==> config.mk <==
export PLATFORM = sky130hd
export DESIGN_NAME = sc_microsequencer
export DESIGN_NICKNAME = d
export VERILOG_FILES = /design/src/rtl/sc_microseq_pkg.sv /design/src/rtl/sc_microseq_cond.sv /design/src/rtl/sc_microsequencer.sv
export SDC_FILE = /design/constraint.sdc
export NUM_CORES = 1
export LEC_CHECK = 0
export ABC_CLOCK_PERIOD_IN_PS = 1600
export CAP_MARGIN = 40
export CORE_MARGIN = 2
export CORE_UTILIZATION = 28
export DETAILED_ROUTE_END_ITERATION = 12
export MAX_ROUTING_LAYER = met4
export PLACE_DENSITY_LB_ADDON = 0.1
export SETUP_SLACK_MARGIN = 0.15
export SYNTH_ARGS = -nofsm -noshare
export SYNTH_HDL_FRONTEND = slang
export SYNTH_SLANG_ARGS = --single-unit
export TNS_END_PERCENT = 1
==> constraint.sdc <==
create_clock -name SC_MICROSEQ_CLOCK_50 -period 1.6 [get_ports SC_MICROSEQ_CLOCK_50]
set_input_delay 0.32 -clock SC_MICROSEQ_CLOCK_50 [delete_from_list [all_inputs] [get_ports SC_MICROSEQ_CLOCK_50]]
set_output_delay 0.32 -clock SC_MICROSEQ_CLOCK_50 [all_outputs]
set_load 0.1 [all_outputs]
==> src/rtl/sc_microseq_pkg.sv <==
// Shared types and code points for the microsequencer: states, register/ALU/clear codes, branch conditions.
package sc_microseq_pkg;

  typedef enum logic [2:0] {
    FETCH   = 3'd0,
    LOAD_IR = 3'd1,
    DECODE  = 3'd2,
    EXEC    = 3'd3,
    BRANCH  = 3'd4,
    PC_INC  = 3'd5,
    ERROR   = 3'd6
  } state_t;

  localparam logic [5:0] R_R0    = 6'd1;
  localparam logic [5:0] R_R1    = 6'd2;
  localparam logic [5:0] R_R2    = 6'd3;
  localparam logic [5:0] R_R3    = 6'd4;
  localparam logic [5:0] R_RS    = 6'd5;
  localparam logic [5:0] R_PC    = 6'd6;
  localparam logic [5:0] R_IR    = 6'd7;
  localparam logic [5:0] R_TEMP0 = 6'd8;
  localparam logic [5:0] C_NONE  = 6'd15;

  localparam logic [3:0] ALU_PASSA = 4'h0;
  localparam logic [3:0] ALU_INC4  = 4'hE;
  localparam logic [3:0] ALU_BRADD = 4'hF;

  localparam logic [3:0] CLR_NONE = 4'h0;

  localparam logic [3:0] COND_BN  = 4'b0000;
  localparam logic [3:0] COND_BE  = 4'b0001;
  localparam logic [3:0] COND_BL  = 4'b0011;
  localparam logic [3:0] COND_BA  = 4'b1000;
  localparam logic [3:0] COND_BNE = 4'b1001;
  localparam logic [3:0] COND_BGE = 4'b1011;

  // Bit positions inside the condition-code register {V,C,N,Z}.
  localparam int CC_Z = 0;
  localparam int CC_N = 1;
  localparam int CC_C = 2;
  localparam int CC_V = 3;

endpackage

==> src/rtl/sc_microseq_cond.sv <==
// Bicc condition evaluator (built only with MICROSEQ_BRANCH_EN): cond x cc -> taken / illegal.
module sc_microseq_cond
  import sc_microseq_pkg::*;
(
  input  logic [3:0] cond,
  input  logic [3:0] cc,
  output logic       taken,
  output logic       illegal
);

  logic unused_carry;
  assign unused_carry = cc[CC_C];

  always_comb begin
    taken   = 1'b0;
    illegal = 1'b0;
    case (cond)
      COND_BA:  taken = 1'b1;
      COND_BN:  taken = 1'b0;
      COND_BE:  taken = cc[CC_Z];
      COND_BNE: taken = ~cc[CC_Z];
      COND_BL:  taken = cc[CC_N] ^ cc[CC_V];
      COND_BGE: taken = ~(cc[CC_N] ^ cc[CC_V]);
      default:  illegal = 1'b1;
    endcase
  end

endmodule

==> src/rtl/sc_microsequencer.sv <==
// Fetch/decode/execute control unit for the register/ALU datapath, Moore outputs, 4-bit cc register.
// Optional Bicc execution with macro MICROSEQ_BRANCH_EN; without it Bicc decodes as a NOP.
module sc_microsequencer
  import sc_microseq_pkg::*;
#(
  parameter int DATAWIDTH_BUS           = 32,
  parameter int DATA_BUS_CONTROL        = 6,
  parameter int DATAWIDTH_ALU_SELECTION = 4,
  parameter int MEM_TIMEOUT             = 15
) (
  input  logic                               SC_MICROSEQ_CLOCK_50,
  input  logic                               SC_MICROSEQ_RESET_InLow,
  input  logic [DATAWIDTH_BUS-1:0]           SC_MICROSEQ_IR_InBUS,
  input  logic [3:0]                         SC_MICROSEQ_flags_InLow,
  input  logic                               SC_MICROSEQ_memack_InHigh,
  output logic                               SC_MICROSEQ_memrd_OutHigh,
  output logic [DATA_BUS_CONTROL-1:0]        SC_MICROSEQ_ctrlA_OutBUS,
  output logic [DATA_BUS_CONTROL-1:0]        SC_MICROSEQ_ctrlB_OutBUS,
  output logic [DATA_BUS_CONTROL-1:0]        SC_MICROSEQ_ctrlC_OutBUS,
  output logic                               SC_MICROSEQ_selA_Out,
  output logic                               SC_MICROSEQ_selB_Out,
  output logic                               SC_MICROSEQ_selC_Out,
  output logic [DATAWIDTH_ALU_SELECTION-1:0] SC_MICROSEQ_alusel_OutBUS,
  output logic [3:0]                         SC_MICROSEQ_clrsel_OutBUS,
  output logic                               SC_MICROSEQ_error_OutHigh,
  output logic [2:0]                         SC_MICROSEQ_state_OutBUS
);

  localparam logic [3:0] TIMEOUT_LAST = 4'(MEM_TIMEOUT - 1);

  state_t     state, state_next;
  logic [3:0] cnt;
  logic [3:0] cc;
  logic       fetch_rd;

  logic [1:0] op;
  logic [5:0] op3;
  logic [2:0] op2;
  logic       alu_ok, bicc;

  assign op  = SC_MICROSEQ_IR_InBUS[31:30];
  assign op3 = SC_MICROSEQ_IR_InBUS[24:19];
  assign op2 = SC_MICROSEQ_IR_InBUS[24:22];
  // op3[4] selects the cc-setting variant, so both the plain and cc forms are legal ALU ops.
  assign alu_ok = (op == 2'b10) && !op3[5] && !SC_MICROSEQ_IR_InBUS[13];
  assign bicc   = (op == 2'b00) && (op2 == 3'b010);

  logic unused_ir;
  assign unused_ir = ^{SC_MICROSEQ_IR_InBUS[29:25], SC_MICROSEQ_IR_InBUS[18:14],
                       SC_MICROSEQ_IR_InBUS[12:0]};

`ifdef MICROSEQ_BRANCH_EN
  logic br_taken, br_illegal;

  sc_microseq_cond u_cond (
    .cond    (SC_MICROSEQ_IR_InBUS[28:25]),
    .cc      (cc),
    .taken   (br_taken),
    .illegal (br_illegal)
  );
`endif

  always_ff @(posedge SC_MICROSEQ_CLOCK_50 or negedge SC_MICROSEQ_RESET_InLow) begin
    if (!SC_MICROSEQ_RESET_InLow) begin
      state <= FETCH;
      cnt   <= 4'd0;
      cc    <= 4'd0;
    end else begin
      state <= state_next;
      if (state == FETCH && !SC_MICROSEQ_memack_InHigh) cnt <= cnt + 4'd1;
      else if (state == LOAD_IR)                        cnt <= 4'd0;
      if (state == EXEC && op3[4]) cc <= ~SC_MICROSEQ_flags_InLow;
    end
  end

  always_comb begin
    state_next = state;
    case (state)
      FETCH: begin
        if (SC_MICROSEQ_memack_InHigh)  state_next = LOAD_IR;
        else if (cnt == TIMEOUT_LAST)   state_next = ERROR;
      end
      LOAD_IR: state_next = DECODE;
      DECODE: begin
        if (alu_ok)    state_next = EXEC;
`ifdef MICROSEQ_BRANCH_EN
        else if (bicc) state_next = BRANCH;
`else
        else if (bicc) state_next = PC_INC;
`endif
        else           state_next = ERROR;
      end
      EXEC: state_next = PC_INC;
`ifdef MICROSEQ_BRANCH_EN
      BRANCH: begin
        if (br_illegal)    state_next = ERROR;
        else if (br_taken) state_next = FETCH;
        else               state_next = PC_INC;
      end
`endif
      PC_INC:  state_next = FETCH;
      ERROR:   state_next = ERROR;
      default: state_next = ERROR;
    endcase
  end

  always_comb begin
    fetch_rd                  = 1'b0;
    SC_MICROSEQ_ctrlA_OutBUS  = DATA_BUS_CONTROL'(R_PC);
    SC_MICROSEQ_ctrlB_OutBUS  = DATA_BUS_CONTROL'(R_PC);
    SC_MICROSEQ_ctrlC_OutBUS  = DATA_BUS_CONTROL'(C_NONE);
    SC_MICROSEQ_selA_Out      = 1'b0;
    SC_MICROSEQ_selB_Out      = 1'b0;
    SC_MICROSEQ_selC_Out      = 1'b0;
    SC_MICROSEQ_alusel_OutBUS = DATAWIDTH_ALU_SELECTION'(ALU_PASSA);
    case (state)
      FETCH:   fetch_rd = 1'b1;
      LOAD_IR: SC_MICROSEQ_ctrlC_OutBUS = DATA_BUS_CONTROL'(R_IR);
      EXEC: begin
        SC_MICROSEQ_selA_Out      = 1'b1;
        SC_MICROSEQ_selB_Out      = 1'b1;
        SC_MICROSEQ_selC_Out      = 1'b1;
        SC_MICROSEQ_alusel_OutBUS = DATAWIDTH_ALU_SELECTION'(op3[3:0]);
      end
`ifdef MICROSEQ_BRANCH_EN
      BRANCH: begin
        if (br_taken && !br_illegal) begin
          SC_MICROSEQ_ctrlB_OutBUS  = DATA_BUS_CONTROL'(R_IR);
          SC_MICROSEQ_ctrlC_OutBUS  = DATA_BUS_CONTROL'(R_PC);
          SC_MICROSEQ_alusel_OutBUS = DATAWIDTH_ALU_SELECTION'(ALU_BRADD);
        end
      end
`endif
      PC_INC: begin
        SC_MICROSEQ_ctrlC_OutBUS  = DATA_BUS_CONTROL'(R_PC);
        SC_MICROSEQ_alusel_OutBUS = DATAWIDTH_ALU_SELECTION'(ALU_INC4);
      end
      default: ;
    endcase
  end

  // The read request must drop while reset is held, even though the state already reads FETCH.
  assign SC_MICROSEQ_memrd_OutHigh = fetch_rd && SC_MICROSEQ_RESET_InLow;
  assign SC_MICROSEQ_clrsel_OutBUS = CLR_NONE;
  assign SC_MICROSEQ_error_OutHigh = (state == ERROR);
  assign SC_MICROSEQ_state_OutBUS  = state;

endmodule

== Word-level counts from Yosys, hierarchy flattened ==
Index checks and enable logic that the tools add are counted.

* Flip-flop bits (word level): 7
* Memories: 0
* Output and inout bits: 34
* Word-level logic and storage cells: 34
* Bits in writable memories: 0
* Memory bits (read-only): 0
* Input port bits: 39
* Latch bits: 0

* Div/mod/pow operators: 0
* Magnitude comparators: 0
* Bitwise logic cells: 0
* Shift operators: 0
* Equal/unequal tests: 9
* Muxes and demuxes: 11
* Reductions and logical operators: 11
* Multipliers: 0
* $add $sub $neg: 1

{| class="wikitable"
|+ Operator list
! operator !! number
|-
| 4-bit one-hot mux with 2 select lines || 2
|-
| 3-bit one-hot mux with 5 select lines || 1
|-
| 3-bit by 2-bit == test with 1-bit output (second input constant) || 3
|-
| 3-bit 2-to-1 mux || 3
|-
| 4-bit 2-to-1 mux || 2
|-
| 3-bit == test (second input constant) || 2
|-
| 1-bit logical AND || 5
|-
| 4-bit by 1-bit adder with 4-bit output (second input constant) || 1
|-
| 4-bit == test (second input constant) || 1
|-
| 3-bit by 1-bit == test with 1-bit output (second input constant) || 1
|-
| 1-bit logical NOT || 3
|-
| 3-bit logical NOT || 1
|-
| 3-bit by 2-bit inequality test with 1-bit output (second input constant) || 1
|-
| 2-bit == test (second input constant) || 1
|-
| 2-bit logical NOT || 1
|-
| 1-bit 2-to-1 mux || 2
|-
| 2-bit 2-to-1 mux || 1
|-
| 2-bit nonzero test || 1
|}

== Logic depth before layout (Yosys ltp) ==
* Word-level depth: 5
* Mapped depth: 5

== Least setup slack after synthesis ==
No wires, ideal clock.

* Path kind: register to output
* From: register state[0], in the netlist SC_MICROSEQ_state_OutBUS[0]
* To: output port SC_MICROSEQ_memrd_OutHigh
* Required time: 1.280 ns
* Path slack: -2.960 ns
* Stages on the path, launching flop included: 3
* Data arrival time: 4.240 ns
* Cells stage by stage: dfrtp_1 -> clkbuf_1 -> nor4b_1

* Word-level cells in the longest chain between the ends: 3

{| class="wikitable"
|+ RTL lines
! item !! RTL line !! text
|-
| from (decl) || sc_microsequencer.sv:31 || <nowiki>state_t state, state_next;</nowiki>
|-
| from (signal assigned) || sc_microsequencer.sv:69 || <nowiki>state <= state_next;</nowiki>
|-
| 3-bit logical NOT || sc_microsequencer.sv:116 || <nowiki>case (state)</nowiki>
|-
| 1-bit 2-to-1 mux || sc_microsequencer.sv:116 ||
|-
| 1-bit logical AND || sc_microsequencer.sv:143 || <nowiki>assign SC_MICROSEQ_memrd_OutHigh = fetch_rd && SC_MICROSEQ_RESET_InLow;</nowiki>
|-
| to (decl) || sc_microsequencer.sv:16 || <nowiki>output logic SC_MICROSEQ_memrd_OutHigh,</nowiki>
|}

Every way passes these cells.

== Final worst setup path ==
* From: register state[1], in the netlist SC_MICROSEQ_state_OutBUS[1]
* To: output port SC_MICROSEQ_selC_Out

* Word-level cells in the longest chain between the ends: 2

{| class="wikitable"
|+ RTL lines
! item !! RTL line !! text
|-
| 3-bit by 2-bit == test with 1-bit output || sc_microsequencer.sv:116 ||
|-
| 1-bit 2-to-1 mux || sc_microsequencer.sv:116 ||
|-
| to (decl) || sc_microsequencer.sv:22 || <nowiki>output logic SC_MICROSEQ_selC_Out,</nowiki>
|}

Every way passes these cells.

==> results_dict.tcl <==
set metrics [dict create \
    status "finished, violations left" \
    failed_checks "negative setup slack" \
    p_sw_share_pct 48.8 \
    synth.distinct_cells 31 \
    cp-start-kind "flip-flop" \
    ys_ff_latch 7 \
    crit_type "reg2out" \
    final-hold-violation-count 0 \
    clkPwrFrac_pct 27.9 \
    io_buffers 25 \
    fmax_mhz 576 \
    start_util_pct 28.9 \
    yosysTopAreaCellShare_pct 25.1 \
    crit_path_max_incr_delay_ns 0.52 \
    grt_max_degree 13 \
    wirelength_microns 1620 \
    period_share_pct 108 \
    drt_iter0_markers 2 \
    grt_antenna_before_repair 0 \
    crit_slowest_cell "dfrtp_4" \
    min_period_ns 1.74 \
    grt_pass1_wl_microns 2620 \
    combPwrFrac_pct 42.2 \
    routedWlPerCell_microns 11.5 \
    pwr-share-seq_pct 29.8 \
    arrival_ns 1.42 \
    layout.cells.most_common "conb_1" \
    area_growth_pct 67.9 \
    powerDensity_mw_per_mm2 507 \
    ys_seq_area_share_pct 25.1 \
    coreArea_sq_mm 0.00241 \
    rows 18 \
    ant_nets 0 \
    clock_path_buffers 2 \
    cts_max_level 1 \
    cts_inserted_buffers 3 \
    clock_sinks 7 \
    hpwl_microns 1290 \
    n_antenna_cell 0 \
    p_total_uw 594 \
    instances_no_fill 141 \
    setup_violations 9 \
    drc_errors 0 \
    clock_latency_ns 0.26 \
    clkTransAtPathRegs_ns 0.06 \
    dp_cells 136 \
    place.gp.congestion 0.710 \
    p_switching_uw 289 \
    die_w_microns 53.9 \
    vdd_drop_max_v 0.000465 \
    overflow 0 \
    drive_above_1_share_pct 36.0 \
    via_per_inst 4.30 \
    synth_cells 84 \
    worst_slack_ns -0.136 \
    track_usage_pct 13.2 \
    p_leak_nw 0.473 \
    vias 607 \
    cp_max_fo 7 \
    cap_violations 0 \
    synth_top_area_cell "dfrtp_1" \
    final_util_pct 48.5 \
    dp_slack_ns 0.00525 \
    synth_area_leaders "dfrtp_1 25%, buf_4 25%, ha_1 3.6%" \
    p_int_uw 304 \
    slew_viol_final 0 \
    dieArea_sq_mm 0.00290 \
    syn_avg_cell_area_sq_um 8.30 \
    ys_warn_count 0 \
    die_h_microns 53.9 \
    cts_root_buf "clkbuf_4" \
    rsz0062_at_grt "yes" \
    final_cell_mix "20 x conb_1, 14 x buf_12, 11 x clkdlybuf4s50_1, 6 x buf_4, 4 x dfrtp_1" \
    grt_pass1_vias 582 \
    syn_area_sq_um 697 \
    clock_skew_ns 0.00754 \
    crit_chain "and2b_2 -> and2_4 -> buf_12" \
    finalNetCount 153 \
    required_ns 1.28 \
    worst-path-buf-inv 1 \
    io_pins 73 \
    endpoint_kind "output port" \
    critical-path-top-delay-family "flip-flops" \
    cts_tree "done" \
    dr.pass1.iters 4 \
    hold_path_class "in2async" \
]
==> final timing paths <==
check / from / end / slack (ns) / cells past startpoint
min reg2reg: cnt[1] / cnt[1] / 0.58 / 2
min: SC_MICROSEQ_RESET_InLow / cnt[3] / 0.39 / 2
max reg2reg: SC_MICROSEQ_state_OutBUS[2] / cnt[2] / 0.14 / 3
max: SC_MICROSEQ_state_OutBUS[1] / SC_MICROSEQ_selC_Out / -0.14 / 3
min in group SC_MICROSEQ_CLOCK_50: cnt[1] / cnt[1] / 0.58 / 2
max in group asynchronous: SC_MICROSEQ_RESET_InLow / SC_MICROSEQ_state_OutBUS[0] / 1.07 / 2
==> registers in the layout, indices dropped and copies added, names as in the netlist <==
signal,count
SC_MICROSEQ_state_OutBUS,3
cnt,4
==> power by group through the flow <==
stage               clock [mW]  sequential (mW)  combinational, mW
CTS                      0.175            0.177              0.250
floorplan                    0            0.180              0.249
finish                   0.166            0.177              0.251
global placement             0            0.180              0.249
detailed placement           0            0.180              0.249
global route             0.187            0.177              0.260
==> routing by layer <==
layer  track usage (%)  wire length, microns  vias to the layer above
met2              22.4                   835                       29
met5                 -                     0                        -
met3              5.56                   166                        2
li1                  -                     -                      308
met4              2.56                     4                        0
met1              14.3                   610                      268
==> cell usage after synthesis <==
| master | instances |
|---|---|
| o311a_1 | 1 |
| dfrtp_1 | 7 |
| nor2_1 | 2 |
| and3_1 | 1 |
| nand3b_1 | 2 |
| nor3_1 | 1 |
| xor2_1 | 1 |
| a221oi_1 | 1 |
| nand3_1 | 1 |
| buf_2 | 2 |
| and2_1 | 2 |
| nand2_1 | 5 |
| and2b_1 | 1 |
| nand2b_1 | 4 |
| a21boi_1 | 3 |
| a311oi_1 | 1 |
| or2_0 | 1 |
| nor4b_1 | 1 |
| nor2b_1 | 3 |
| a21oi_1 | 2 |
| clkbuf_1 | 1 |
| or2b_1 | 1 |
| nor4_1 | 4 |
| and4_1 | 1 |
| o21ai_1 | 3 |
| inv_1 | 1 |
| ha_1 | 2 |
| conb_1 | 2 |
| nand4b_1 | 2 |
| a221o_1 | 2 |
| buf_4 | 23 |
==> kinds of logic (layout without fill, tap and decap cells) <==
group	count (synthesis)	count (layout)	share of synthesized area, %
flops	7	7	25.1
compound gates	13	13	13.6
other cells	2	20	1.08
simple gates	32	32	28.0
xor+xnor	1	1	1.26
fa+ha+maj	2	2	3.59
buf+inv	27	36	27.3
==> per-stage QoR <==
| step | setup TNS [ns] | cell area (sq um) | hold WS (ns) |
|---|---|---|---|
| 2_1_floorplan | -5.20 | 838 | 0.0244 |
| 3_3_place_gp | -0.00752 | 1100 | 0.547 |
| 3_5_place_dp | 0 | 1100 | 0.559 |
| 4_1_cts | -1.27 | 1160 | 0.387 |
| 5_1_grt | -1.71 | 1170 | 0.417 |
| 6_report | -1.02 | 1170 | 0.391 |
==> cell type report <==
class / count / area (sq um)
Clock buffer: 4 / 26.3
Fill cell: 236 / 1240
Inverter: 1 / 3.75
Multi-Input combinational cell: 68 / 483
Sequential cell: 7 / 184
Tap cell: 30 / 37.5
Timing Repair Buffer: 31 / 435
==> what timing repair did <==
item	CTS	global route
pin swaps	1	3
resized for setup	7	3
setup buffers	1	0
endpoints found under the setup margin	14	15
hold buffers	0	0
Note: power is estimated with default switching activity, not from simulation.
